<file path="config.mk">
export PLATFORM = sky130hd
export DESIGN_NAME = watch_time_ctrl
export DESIGN_NICKNAME = d
export VERILOG_FILES = /design/src/rtl/watch_time_ctrl.sv
export SDC_FILE = /design/constraint.sdc
export NUM_CORES = 1
export LEC_CHECK = 0
export ABC_AREA = 1
export BUFFER_PORTS_ARGS = -buffer_cell sky130_fd_sc_hd__buf_2
export CAP_MARGIN = 20
export CORE_MARGIN = 2
export CORE_UTILIZATION = 67
export DETAILED_ROUTE_END_ITERATION = 16
export GPL_ROUTABILITY_DRIVEN = 0
export PLACE_DENSITY = 0.95
export SLEW_MARGIN = 20
export SYNTH_ARGS = -nofsm -noshare
export SYNTH_HDL_FRONTEND = slang
export SYNTH_SLANG_ARGS = --single-unit
</file>
<file path="constraint.sdc">
create_clock -name sys_clk -period 2.5 [get_ports sys_clk]
set_input_delay 0.375 -clock sys_clk [delete_from_list [all_inputs] [get_ports sys_clk]]
set_output_delay 0.375 -clock sys_clk [all_outputs]
set_load 0.05 [all_outputs]
</file>
<file path="src/rtl/watch_time_ctrl.sv">
// Debounced two-key mm:ss timekeeper with RUN/SET_MIN/SET_SEC editing and a blink enable mask.
// Key edge to state/digit update is DEB_CYCLES+4 cycles; all outputs registered, no backpressure.
module watch_time_ctrl #(
    parameter int TICK_CYCLES  = 50_000_000,
    parameter int DEB_CYCLES   = 1_000_000,
    parameter int BLINK_CYCLES = 12_500_000
) (
    input  logic       sys_clk,
    input  logic       sys_rst_n,
    input  logic       key_mode_n,
    input  logic       key_inc_n,
    output logic [3:0] sec_l,
    output logic [3:0] sec_h,
    output logic [3:0] min_l,
    output logic [3:0] min_h,
    output logic [3:0] digit_en,
    output logic [1:0] set_mode,
    output logic       tick_1s,
    output logic       min_pulse
);
    localparam int TW = $clog2(TICK_CYCLES + 1);
    localparam int DW = $clog2(DEB_CYCLES + 1);
    localparam int BW = $clog2(BLINK_CYCLES + 1);
    localparam logic [TW-1:0] TICK_LAST  = TW'(TICK_CYCLES - 1);
    localparam logic [DW-1:0] DEB_LAST   = DW'(DEB_CYCLES - 1);
    localparam logic [BW-1:0] BLINK_LAST = BW'(BLINK_CYCLES - 1);

    typedef enum logic [1:0] {
        ST_RUN     = 2'd0,
        ST_SET_MIN = 2'd1,
        ST_SET_SEC = 2'd2
    } state_t;

    // Index 0 = mode key, index 1 = increment key.
    logic [1:0]    sync1_q, sync2_q, deb_q, deb_prev_q, press_q;
    logic [DW-1:0] deb_cnt_q [2];

    always_ff @(posedge sys_clk or negedge sys_rst_n) begin
        if (!sys_rst_n) begin
            sync1_q    <= 2'b11;
            sync2_q    <= 2'b11;
            deb_q      <= 2'b11;
            deb_prev_q <= 2'b11;
            press_q    <= 2'b00;
            deb_cnt_q[0] <= '0;
            deb_cnt_q[1] <= '0;
        end else begin
            sync1_q    <= {key_inc_n, key_mode_n};
            sync2_q    <= sync1_q;
            deb_prev_q <= deb_q;
            press_q    <= deb_prev_q & ~deb_q;
            for (int k = 0; k < 2; k++) begin
                if (sync2_q[k] == deb_q[k]) begin
                    deb_cnt_q[k] <= '0;
                end else if (deb_cnt_q[k] == DEB_LAST) begin
                    deb_q[k]     <= sync2_q[k];
                    deb_cnt_q[k] <= '0;
                end else begin
                    deb_cnt_q[k] <= deb_cnt_q[k] + DW'(1);
                end
            end
        end
    end

    // Returns {wrap, hi, lo} for a 00..59 BCD pair.
    function automatic logic [8:0] bcd_inc(input logic [3:0] hi, input logic [3:0] lo);
        if (lo == 4'd9) begin
            if (hi == 4'd5) return {1'b1, 4'd0, 4'd0};
            return {1'b0, hi + 4'd1, 4'd0};
        end
        return {1'b0, hi, lo + 4'd1};
    endfunction

    state_t        state_q, state_d;
    logic [TW-1:0] tick_cnt_q, tick_cnt_d;
    logic [BW-1:0] blink_cnt_q, blink_cnt_d;
    logic          phase_q, phase_d;
    logic [3:0]    sec_l_q, sec_l_d, sec_h_q, sec_h_d, min_l_q, min_l_d, min_h_q, min_h_d;
    logic [3:0]    digit_en_q, digit_en_d;
    logic          tick_q, tick_d, minp_q, minp_d;
    logic          mode_p, inc_p;
    logic [8:0]    sec_inc, min_inc;

    always_comb begin
        mode_p  = press_q[0];
        inc_p   = press_q[1] & ~press_q[0];
        sec_inc = bcd_inc(sec_h_q, sec_l_q);
        min_inc = bcd_inc(min_h_q, min_l_q);

        state_d = state_q;
        if (mode_p) begin
            case (state_q)
                ST_RUN:     state_d = ST_SET_MIN;
                ST_SET_MIN: state_d = ST_SET_SEC;
                default:    state_d = ST_RUN;
            endcase
        end

        // A mode press leaving RUN swallows a coincident tick.
        tick_d     = (state_q == ST_RUN) && !mode_p && (tick_cnt_q == TICK_LAST);
        tick_cnt_d = ((state_q == ST_RUN) && !mode_p && !tick_d) ? tick_cnt_q + TW'(1) : '0;

        sec_l_d = sec_l_q;
        sec_h_d = sec_h_q;
        min_l_d = min_l_q;
        min_h_d = min_h_q;
        minp_d  = 1'b0;
        if (tick_d) begin
            {sec_h_d, sec_l_d} = sec_inc[7:0];
            if (sec_inc[8]) begin
                {min_h_d, min_l_d} = min_inc[7:0];
                minp_d             = 1'b1;
            end
        end else if (inc_p && state_q == ST_SET_MIN) begin
            {min_h_d, min_l_d} = min_inc[7:0];
        end else if (inc_p && state_q == ST_SET_SEC) begin
            {sec_h_d, sec_l_d} = sec_inc[7:0];
        end

        if (state_d != state_q || state_q == ST_RUN) begin
            blink_cnt_d = '0;
            phase_d     = 1'b1;
        end else if (blink_cnt_q == BLINK_LAST) begin
            blink_cnt_d = '0;
            phase_d     = ~phase_q;
        end else begin
            blink_cnt_d = blink_cnt_q + BW'(1);
            phase_d     = phase_q;
        end

        case (state_d)
            ST_SET_MIN: digit_en_d = {phase_d, phase_d, 2'b11};
            ST_SET_SEC: digit_en_d = {2'b11, phase_d, phase_d};
            default:    digit_en_d = 4'b1111;
        endcase
    end

    always_ff @(posedge sys_clk or negedge sys_rst_n) begin
        if (!sys_rst_n) begin
            state_q     <= ST_RUN;
            tick_cnt_q  <= '0;
            blink_cnt_q <= '0;
            phase_q     <= 1'b1;
            sec_l_q     <= 4'd0;
            sec_h_q     <= 4'd0;
            min_l_q     <= 4'd0;
            min_h_q     <= 4'd0;
            digit_en_q  <= 4'b1111;
            tick_q      <= 1'b0;
            minp_q      <= 1'b0;
        end else begin
            state_q     <= state_d;
            tick_cnt_q  <= tick_cnt_d;
            blink_cnt_q <= blink_cnt_d;
            phase_q     <= phase_d;
            sec_l_q     <= sec_l_d;
            sec_h_q     <= sec_h_d;
            min_l_q     <= min_l_d;
            min_h_q     <= min_h_d;
            digit_en_q  <= digit_en_d;
            tick_q      <= tick_d;
            minp_q      <= minp_d;
        end
    end

    assign sec_l     = sec_l_q;
    assign sec_h     = sec_h_q;
    assign min_l     = min_l_q;
    assign min_h     = min_h_q;
    assign digit_en  = digit_en_q;
    assign set_mode  = state_q;
    assign tick_1s   = tick_q;
    assign min_pulse = minp_q;
endmodule

</file>
==> reports/results.tsv <==
stage	metric	value	unit
run_status	status	finished, final reports clean	
detailed_routing	wire_per_inst	15.14	um
power	total_leakage_power	3.332	nW
floorplan	die_height	101.8	um
detailed_routing	highest_layer	met4	
floorplan	dieArea	10370	sq um
clock_network	htree_levels	4	
synth	synth.largest_area_cell	dfrtp_1	
power	ir_worst_vdd	0.9048	mV
critical_path	critical_path_class	reg -> reg	
synth	synth_common_cells	nor2_1 (160), nand2_1 (157), dfrtp_1 (112)	
synth	postSynthAreaPerCell	7.857	sq um
floorplan	die_w	101.8	um
clock_network	cts-root-buf	clkbuf_8	
timing	final_hold_viol_count	0	
critical_path	crit_arrival	2390	ps
critical_path	worstPathRequired	2920	ps
critical_path	reg2reg_from	tick_cnt_q[0]	
job	maxCapViolCount	0	
detailed_routing	route.vias.total	5643	
cells_and_area	syn2layout_area_growth	14.25	%
synth	synthCells	816	
cells_and_area	final_layout_size_suffix_gt1_share	11.90	%
synth	yosysTopAreaCellShare	43.72	%
power	powerDensity	625.1	nW/um^2
placement	dp_hpwl	9422	um
detailed_routing	detail-route-antenna-nets	0	
global_routing	grt_use_total	32.24	%
critical_path	critPathBufInv	0	
synth	ys_ff_latch	123	
clock_network	cts_buffer_depth	2	
timing	relSlewSlack	61.06	%
timing	setup_ws	533.5	ps
clock_network	clock_latency	530	ps
clock_network	cts.sinks	123	
floorplan	ios	28	
detailed_routing	routed-wl-met3	993	um
detailed_routing	wl_met2	7678	um
min_path	hold_class	in -> async	
clock_network	cts_resized	0	
detailed_routing	drt-vias-per-instance	5.626	
global_routing	grt_overflow_total	0	
critical_path	cp_max_fo	12	
timing	fin_crit	1966	ps
synth	yosys_warnings	0	
global_routing	antenna_found_initial	0	
floorplan	row_count	35	
detailed_routing	drt_iter0_drc	408	
timing	setup_viol	0	
global_routing	grt_max_degree	66	
critical_path	critPathCaptureType	flop	
critical_path	r2r_cells	10	
timing	rsz0062_at_grt	no	
synth	yosysMostFrequentCell	nor2_1	
timing	final_max_slew_viol_count	0	
detailed_routing	drtPass1Iterations	5	
synth	synth.net_count	826	
timing	tns	0	ps
critical_path	crit_start	tick_cnt_q[0]	
detailed_routing	drc	0	
synth	synth_area	6411	sq um
critical_path	critPathTopFamily	simple AND/OR/NAND/NOR gates	
critical_path	crit_chain	ha_1 > nand2_2 > nor2_4 > nand2_2 > nor2_4 > nand4_2 > nand2_2 > nand2_1 > nand2_1 > nand2_1	
synth	synthArstFlopShare	100.0	%
clock_network	path_clk_slew	60	ps
detailed_routing	routed_wl	15190	um
clock_network	cts_tree	built	
critical_path	cp_num_cells	10	
synth	synth_ff_type	dfrtp_1	
floorplan	core	9284	sq um
placement	dp_slack	684.7	ps
timing	worstMarginPinSlew	579.7	ps
cells_and_area	final_nets	871	
cells_and_area	antennaDiodeCount	0	
timing	fin_skew	7.281	ps
synth	ys_types	37	
detailed_routing	wl_met1	6014	um
synth	synth_edf_count	0	
timing	holdWs	297.3	ps
cells_and_area	fin_util	78.89	%
timing	fmax	508.5	MHz
timing	fin_crit_sh	78.66	%
global_routing	grt_pass1_wl	25750	um
floorplan	initial_core_util	69.06	%
placement	place.port_buffers	27	
critical_path	critical-path-max-stage-delay	380	ps
clock_network	cts_setup_buffers	0	
global_routing	grt_pass1_vias	5557	
clock_network	numCtsBuffers	17	
synth	synth.area.top_cells	dfrtp_1 (44%), nor2_1 (9.4%), nand2_1 (9.2%), inv_1 (6.1%), nand3_1 (5.0%)	
critical_path	crit_slowest_cell	dfrtp_1	
synth	seq_area_frac_synth	48.22	%
critical_path	worstSetupStartpointType	flop	
-- metal layers --
| metal | up-vias | global-route usage, % |
|---|---|---|
| li1 | 2674 | - |
| met4 | 0 | 14.46 |
| met3 | 60 | 9.576 |
| met1 | 2678 | 40.02 |
| met5 | - | 0 |
| met2 | 231 | 52.63 |
-- final cells by class --
type	instances	area (sq um)
fill	589	1959
inverter	108	405.4
sequential	123	3092
clock inverter	13	166.4
clock buffer	19	431.7
tap	129	161.4
multi-input combinational	577	2858
timing repair buffer	34	210.2
-- cells in the final DEF (no fill, tap or decap), drive strengths merged, types with 11 or more instances in the layout --
cell      n
a21oi    26
buf      31
clkbuf   19
dfrtp   112
dfstp    11
inv     111
nand2   165
nand3    68
nand4    19
nor2    171
nor3     44
o21ai    17
xnor2    15
xor2     30
-- state kept, by name, indices dropped and copies added, names as in the netlist --
name / flops
tick_1s: 1
sync1_q: 2
set_mode: 2
tick_cnt_q: 26
digit_en: 2
deb_q: 2
deb_cnt_q: 40
sync2_q: 2
min_l: 4
min_pulse: 1
press_q: 2
sec_l: 4
deb_prev_q: 2
blink_cnt_q: 24
sec_h: 4
phase_q: 1
min_h: 4
-- through the flow --
step,power (mW),instances,area (sq um)
after floorplan,2.072,816,6411
after global placement,2.124,968,6696
after detailed placement,2.128,968,6696
after CTS,4.592,1003,7325
after global routing,4.713,1003,7325
final,4.579,1003,7325
-- where the power goes --
group          switching (mW)  internal, mW
combinational          0.0598        0.0220
sequential            0.00768          2.01
clock                   0.931          1.55
-- cell families after synthesis --
group / share of synthesized area [%]
buffers and inverters: 7.201
AND/OR/NAND/NOR: 32.85
AO/OA/AOI/OAI: 4.235
XOR/XNOR: 6.148
multiplexers: 0.1756
adder cells (fa/ha/maj): 1.171
flip-flops: 48.22
-- worst register-to-register path: stages, from the launching register on --
cell and delay [ps]:
dfrtp_1 380, ha_1 260, nand2_2 110, nor2_4 160
nand2_2 90, nor2_4 120, nand4_2 150, nand2_2 220
nand2_1 160, nand2_1 130, nand2_1 60
-- final timing paths --
path | end | slack (ps)
max | min_h[1] | 530
min | deb_cnt_q[18] | 300
max reg2reg | min_h[1] | 530
min reg2reg | sync2_q[1] | 350
max in group asynchronous | blink_cnt_q[12] | 1450
min in group sys_clk | sync2_q[1] | 350
-- timing repair --
item | CTS | global route
hold buffers | 3 | 0
endpoints found under the hold margin | 29 | 0
endpoints found under the setup margin | 0 | 0
Note: power is estimated with default switching activity, not from simulation.
